### src/rtl/i2c_slave_regbank.sv
// I2C slave register bank: sequential address lookup over an address list,
// then strobed per-byte read/write with an auto-incrementing byte pointer,
// read prefetch, per-entry write protection and sticky error flags.
module i2c_slave_regbank #(
  parameter int unsigned ADDRESSLENGTH = 7,
  parameter int unsigned ADDRESSNUM    = 4,
  parameter int unsigned NBYTES        = 2,
  parameter logic [ADDRESSNUM-1:0] WPMASK = '0,
  localparam int unsigned IDW = (ADDRESSNUM > 1) ? $clog2(ADDRESSNUM) : 1,
  localparam int unsigned BIW = $clog2(NBYTES) + 1
) (
  input  logic                              Clk,
  input  logic                              Reset,
  input  logic                              AddrValid,
  input  logic [ADDRESSLENGTH-1:0]          DirectionBuffer,
  input  logic [ADDRESSLENGTH*ADDRESSNUM-1:0] AddressList,
  input  logic                              ByteStrobe,
  input  logic                              RorW,
  input  logic                              Stop,
  input  logic [7:0]                        InputBuffer,
  output logic [7:0]                        OutputBuffer,
  output logic                              AddressFound,
  output logic                              Busy,
  output logic [IDW-1:0]                    LocalAddressID,
  output logic [BIW-1:0]                    ByteIndex,
  output logic                              WrapFlag,
  output logic                              WpErr,
  output logic [8*NBYTES*ADDRESSNUM-1:0]    Data
);

  typedef enum logic [1:0] {StIdle, StLookup, StMatched, StMiss} state_e;

  state_e                            state_q;
  logic [ADDRESSLENGTH-1:0]          addr_q;
  logic [IDW-1:0]                    scan_q;

  logic [ADDRESSLENGTH-1:0]          cur_entry;
  logic [7:0]                        first_byte;
  logic                              wp_hit;
  logic                              hit;
  logic                              wrap;
  logic                              wr_en;
  logic [BIW-1:0]                    bi_nxt;
  logic [8*NBYTES*ADDRESSNUM-1:0]    data_nxt;
  logic [7:0]                        rd_byte;

  assign hit    = (cur_entry == addr_q);
  assign wrap   = (ByteIndex == BIW'(NBYTES - 1));
  assign bi_nxt = wrap ? '0 : ByteIndex + 1'b1;
  assign wr_en  = (state_q == StMatched) && ByteStrobe && RorW && !wp_hit;

  // Select the list entry under scan, its prefetch byte, and the protection bit of the match.
  always_comb begin
    cur_entry  = '0;
    first_byte = '0;
    wp_hit     = 1'b0;
    for (int i = 0; i < ADDRESSNUM; i++) begin
      if (scan_q == IDW'(i)) begin
        cur_entry  = AddressList[i*ADDRESSLENGTH +: ADDRESSLENGTH];
        first_byte = Data[i*NBYTES*8 +: 8];
      end
      if (LocalAddressID == IDW'(i)) begin
        wp_hit = WPMASK[i];
      end
    end
  end

  // Memory after the pending write, and the byte at the advanced pointer read from it.
  always_comb begin
    data_nxt = Data;
    rd_byte  = '0;
    for (int i = 0; i < ADDRESSNUM; i++) begin
      for (int b = 0; b < NBYTES; b++) begin
        if (wr_en && LocalAddressID == IDW'(i) && ByteIndex == BIW'(b)) begin
          data_nxt[(i*NBYTES+b)*8 +: 8] = InputBuffer;
        end
      end
    end
    for (int i = 0; i < ADDRESSNUM; i++) begin
      for (int b = 0; b < NBYTES; b++) begin
        if (LocalAddressID == IDW'(i) && bi_nxt == BIW'(b)) begin
          rd_byte = data_nxt[(i*NBYTES+b)*8 +: 8];
        end
      end
    end
  end

  // Protocol FSM with all outputs registered.
  always_ff @(posedge Clk) begin
    if (Reset) begin
      state_q        <= StIdle;
      addr_q         <= '0;
      scan_q         <= '0;
      Data           <= '0;
      OutputBuffer   <= '0;
      LocalAddressID <= '0;
      ByteIndex      <= '0;
      AddressFound   <= 1'b0;
      Busy           <= 1'b0;
      WrapFlag       <= 1'b0;
      WpErr          <= 1'b0;
    end else if (AddrValid) begin
      // A new address restarts the lookup and drops any same-cycle strobe or stop.
      state_q      <= StLookup;
      addr_q       <= DirectionBuffer;
      scan_q       <= '0;
      ByteIndex    <= '0;
      AddressFound <= 1'b0;
      Busy         <= 1'b1;
      WrapFlag     <= 1'b0;
      WpErr        <= 1'b0;
    end else begin
      case (state_q)
        StLookup: begin
          if (Stop) begin
            state_q   <= StIdle;
            Busy      <= 1'b0;
            ByteIndex <= '0;
          end else if (hit) begin
            state_q        <= StMatched;
            LocalAddressID <= scan_q;
            OutputBuffer   <= first_byte;
            AddressFound   <= 1'b1;
            Busy           <= 1'b0;
          end else if (scan_q == IDW'(ADDRESSNUM - 1)) begin
            state_q      <= StMiss;
            AddressFound <= 1'b0;
            Busy         <= 1'b0;
          end else begin
            scan_q <= scan_q + 1'b1;
          end
        end
        StMatched: begin
          if (ByteStrobe) begin
            Data         <= data_nxt;
            OutputBuffer <= rd_byte;
            ByteIndex    <= bi_nxt;
            if (wrap) WrapFlag <= 1'b1;
            if (RorW && wp_hit) WpErr <= 1'b1;
          end
          // Stop after the byte: the pointer reset below overrides the increment.
          if (Stop) begin
            state_q      <= StIdle;
            AddressFound <= 1'b0;
            ByteIndex    <= '0;
          end
        end
        default: begin
          if (Stop) begin
            state_q      <= StIdle;
            AddressFound <= 1'b0;
            ByteIndex    <= '0;
          end
        end
      endcase
    end
  end

endmodule
### config.mk
export PLATFORM = sky130hd
export DESIGN_NAME = i2c_slave_regbank
export DESIGN_NICKNAME = d
export VERILOG_FILES = /design/src/rtl/i2c_slave_regbank.sv
export SDC_FILE = /design/constraint.sdc
export NUM_CORES = 1
export LEC_CHECK = 0
export CAP_MARGIN = 20
export CELL_PAD_IN_SITES_DETAIL_PLACEMENT = 1
export CELL_PAD_IN_SITES_GLOBAL_PLACEMENT = 2
export CORE_MARGIN = 1.5
export CORE_UTILIZATION = 25
export CTS_BUF_LIST = sky130_fd_sc_hd__clkbuf_16
export DETAILED_ROUTE_END_ITERATION = 8
export PLACE_DENSITY_LB_ADDON = 0.1
export SLEW_MARGIN = 15
export SYNTH_ARGS = -nofsm -noshare
export SYNTH_HDL_FRONTEND = slang
export SYNTH_SLANG_ARGS = --single-unit
### constraint.sdc
create_clock -name Clk -period 2.55 [get_ports Clk]
set_input_delay 0.51 -clock Clk [delete_from_list [all_inputs] [get_ports Clk]]
set_output_delay 0.51 -clock Clk [all_outputs]
set_load 0.02 [all_outputs]
==> results by group <==
Critical path
  • Crit path max fanout: 8
  • Worst r2r dst: OutputBuffer[5]$_SDFFE_PP0P_
  • Minimum setup slack among reg-to-reg paths: -0.006 ns
  • Stages on worst setup path: 10
  • Crit path to: OutputBuffer[5]$_SDFFE_PP0P_
  • CP startpoint kind: flip-flop
  • Critical path buffer and inverter count: 2
  • CP top delay family: simple AND/OR/NAND/NOR gates
  • Worst path max stage delay: ~0.4 ns
  • Crit path launch: scan_q[1]$_SDFFE_PP0P_
  • Slowest cell on crit path: dfxtp_4
  • Cell Chain, Critical Path: inv_4 > ha_4 > nor2b_4 > buf_12 > a221oi_4 > o21a_1 > nor4b_2 > nand4_2 > a21o_4 > mux2_4
  • Reg-to-reg startpoint: scan_q[1]$_SDFFE_PP0P_
  • CP arrival: 2.80 ns
  • CP required: roughly 2.8 ns
  • Reg2reg path depth: 10
  • Critical path class: flip-flop to flip-flop
  • Crit end category: flip-flop

Status
  • Status: finished, violations left
  • Failing checks: setup timing

Yosys
  • Yosys top cell area share: ~38%
  • Top FF cell, synth: dfxtp_1
  • Average size of a mapped cell: between 8 and 9 um2
  • Cell variety after synth: 46
  • Main area contributors after synthesis: dfxtp_1, mux2i_1, nor2_1, a21oi_1, nand2_1
  • FFs w/ async S/R, synth: 0%
  • Post-synth EDFFs: 0
  • Leading area contributor after synthesis: dfxtp_1
  • Synth Instances: approximately 560
  • Yosys warnings: 0
  • Sequential area share after synthesis: between 30 and 40%
  • Syn_nets: ~620
  • Post-Syn Area: ~4700 um2
  • FF+latch count, synth: 90

Final layout
  • Most frequent cells in the layout: clkdlybuf4s50_1, nor2_1, dfxtp_1
  • Final core occ: 37.7%
  • Layout Cells excl Fill: approximately 950
  • Area growth syn-to-layout: 48.1%
  • Antenna diode count: 0
  • Finished Cell Area: between 7000 and 8000 um2
  • Most common cell after layout, fill and taps aside: clkdlybuf4s50_1
  • Layout Nets: 765
  • Share of cells above drive strength 1: between 10% and 20%

Die
  • Die ar.: 19800 um2
  • Starting Density: between 20 and 30%
  • Die Wd: around 140 um
  • Row cnt: 50
  • Chip height: around 140 um
  • Io pins: roughly 130
  • Core footprint: between 15000 and 20000 um2

Timing
  • Transition time of the tightest slew-check pin: between 0.6 and 0.7 ns
  • Final Max Slew Viols: 0
  • Final hold violation count: 0
  • RSZ-0062 raised after global routing: true
  • Final period util: 100%
  • Relative slew slack: between 50 and 60%
  • Max Clock Freq: slightly below 400 MHz
  • Final worst slack: -0.00571 ns
  • Setup Skew: approximately 0.011 ns
  • Min Clock Period, post-route: 2.56 ns
  • Final setup viols: 3

Detailed routing
  • Drt wl/cell: a little under 20 um
  • Final wirelength: about 19000 um
  • Antenna viol nets, final: 0
  • 1st-iter DRT viols: 234
  • Drt first pass iters: 4
  • DRC violations left: 0
  • Vias per std cell: between 4 and 5
  • Via Count: around 4700

Placed design
  • Global placement routability congestion: roughly 0.83
  • Buffers on Ports: about 130
  • # placed instances: 930
  • Placed wire-length estimate: approximately 14000 um
  • Placed cell areas: between 6000 and 7000 um2

Job
  • Max Cap Viol: 0

Hold path
  • HP Class: flip-flop to flip-flop

Clocking
  • CTS tree: yes
  • Clock buffer depth: 2
  • Htree depth: 3
  • Total CTS buffers: 9
  • Root Driver: clkbuf_16
  • Insertion delay to the later sink of the worst-skew pair: approximately 0.36 ns
  • Post-CTS Hold Fix Bufs: 0
  • Sink Count: 90
  • Clk slew on worst S/H paths: 0.07 ns

Power and ir drop
  • Static leakage: 2.51 nW
  • Pwr per Cell Area: ~430 nW/um2
  • Max rail drop VDD: 352 uV

Global routing
  • Vias in the first global route: ~5000
  • GR Util All Layers: 19.3%
  • Initial antenna violation count: 0
  • First-pass GRT wire length: 29000 um
  • Global route overflow: 0
  • Largest net degree at the start of global routing: 34
[how the worst min path moves through the flow]
stage,slack (ns),cells past startpoint,to,from
after CTS,0.48,1,WrapFlag$_SDFFE_PP0P_,WrapFlag$_SDFFE_PP0P_
after floorplan,0.47,2,state_q[1]$_SDFFE_PP0P_,state_q[1]$_SDFFE_PP0P_
after global routing,0.52,1,WrapFlag$_SDFFE_PP0P_,WrapFlag$_SDFFE_PP0P_
after global placement,0.45,1,WrapFlag$_SDFFE_PP0P_,WrapFlag$_SDFFE_PP0P_
final,0.48,1,WrapFlag$_SDFFE_PP0P_,WrapFlag$_SDFFE_PP0P_
after detailed placement,0.47,1,WrapFlag$_SDFFE_PP0P_,WrapFlag$_SDFFE_PP0P_
[final cells by class]
cell class / instances / area (um2)
flip-flops and latches: 90 / 1810
inverters: 9 / 41.3
repair buffers: 182 / 1750
well taps: 234 / 293
clock inverters: 6 / 60.1
fillers: 2170 / 11600
multi-input cells: 418 / 2850
clock buffers: 9 / 225
[worst register-to-register path, stage by stage, from the launching register on]
cell	delay [ns]
dfxtp_4	0.40
inv_4	0.06
ha_4	0.17
nor2b_4	0.23
buf_12	0.15
a221oi_4	0.06
o21a_1	0.20
nor4b_2	0.33
nand4_2	0.22
a21o_4	0.32
mux2_4	0.31
[state kept, by name, indices dropped and copies added (netlist names)]
register	cells
AddressFound	1
Busy	1
ByteIndex	2
Data	64
LocalAddressID	2
OutputBuffer	8
WrapFlag	1
addr_q	7
scan_q	2
state_q	2
[logic make-up (layout without fill, tap and decap cells)]
logic type | Yosys count | in the layout | share of synthesized area (%)
and+or+nand+nor | 210 | 210 | 20.6
buffers and inverters | 53 | 206 | 4.85
adders and majority gates | 6 | 6 | 1.58
xor gates and xnor gates | 2 | 2 | 0.369
muxes | 83 | 83 | 18.5
DFF | 90 | 90 | 37.9
AOI/OAI and AO/OA | 116 | 116 | 16.0
other | 1 | 1 | 0.0790
[routing by layer]
| metal | wire length (um) | vias up | GRT usage (%) |
|---|---|---|---|
| li1 | - | 2265 | - |
| met1 | 9140 | 2312 | 26.5 |
| met2 | 8510 | 108 | 31.0 |
| met3 | 758 | 19 | 3.60 |
| met4 | 250 | 0 | 5.04 |
| met5 | 0 | - | 0 |
[Yosys cell counts, types with 4 or more instances]
library cell	count
a211oi_1	4
a21oi_1	35
a221oi_1	11
a221oi_2	4
buf_1	7
clkbuf_1	31
dfxtp_1	90
ha_1	6
inv_1	9
mux2_2	7
mux2_4	8
mux2i_1	68
nand2_1	33
nand2b_1	11
nor2_1	112
nor2_2	5
nor2b_1	16
nor3_1	15
o21a_1	4
o21ai_0	24
o221ai_1	7
o22ai_1	13
o31ai_1	7
[through the flow]
| step | hold WS [ns] | total power (W) | setup TNS (ns) | worst slack, ns |
|---|---|---|---|---|
| final | 0.477 | 0.00302 | -0.0134 | -0.00571 |
| after CTS | 0.482 | 0.00306 | 0 | 0.00382 |
| after floorplan | 0.469 | 0.00156 | 0 | 0.0139 |
| after global routing | 0.515 | 0.00314 | -0.654 | -0.0719 |
| after global placement | 0.454 | 0.00168 | -15.36 | -0.324 |
| after detailed placement | 0.470 | 0.00169 | -16.73 | -0.346 |
[report_power, final]
group	total [W]	internal (W)	switching, W
Combinational	0.000252	0.000130	0.000122
Sequential	0.00142	0.00141	0.0000102
Clock	0.00134	0.000750	0.000594
[timing repair]
action,CTS,global route
gates resized for setup,26,7
buffers inserted,2,1
pin swaps,7,9
setup endpoints to repair,12,40
No activity file was read; power rests on OpenSTA's default activity.
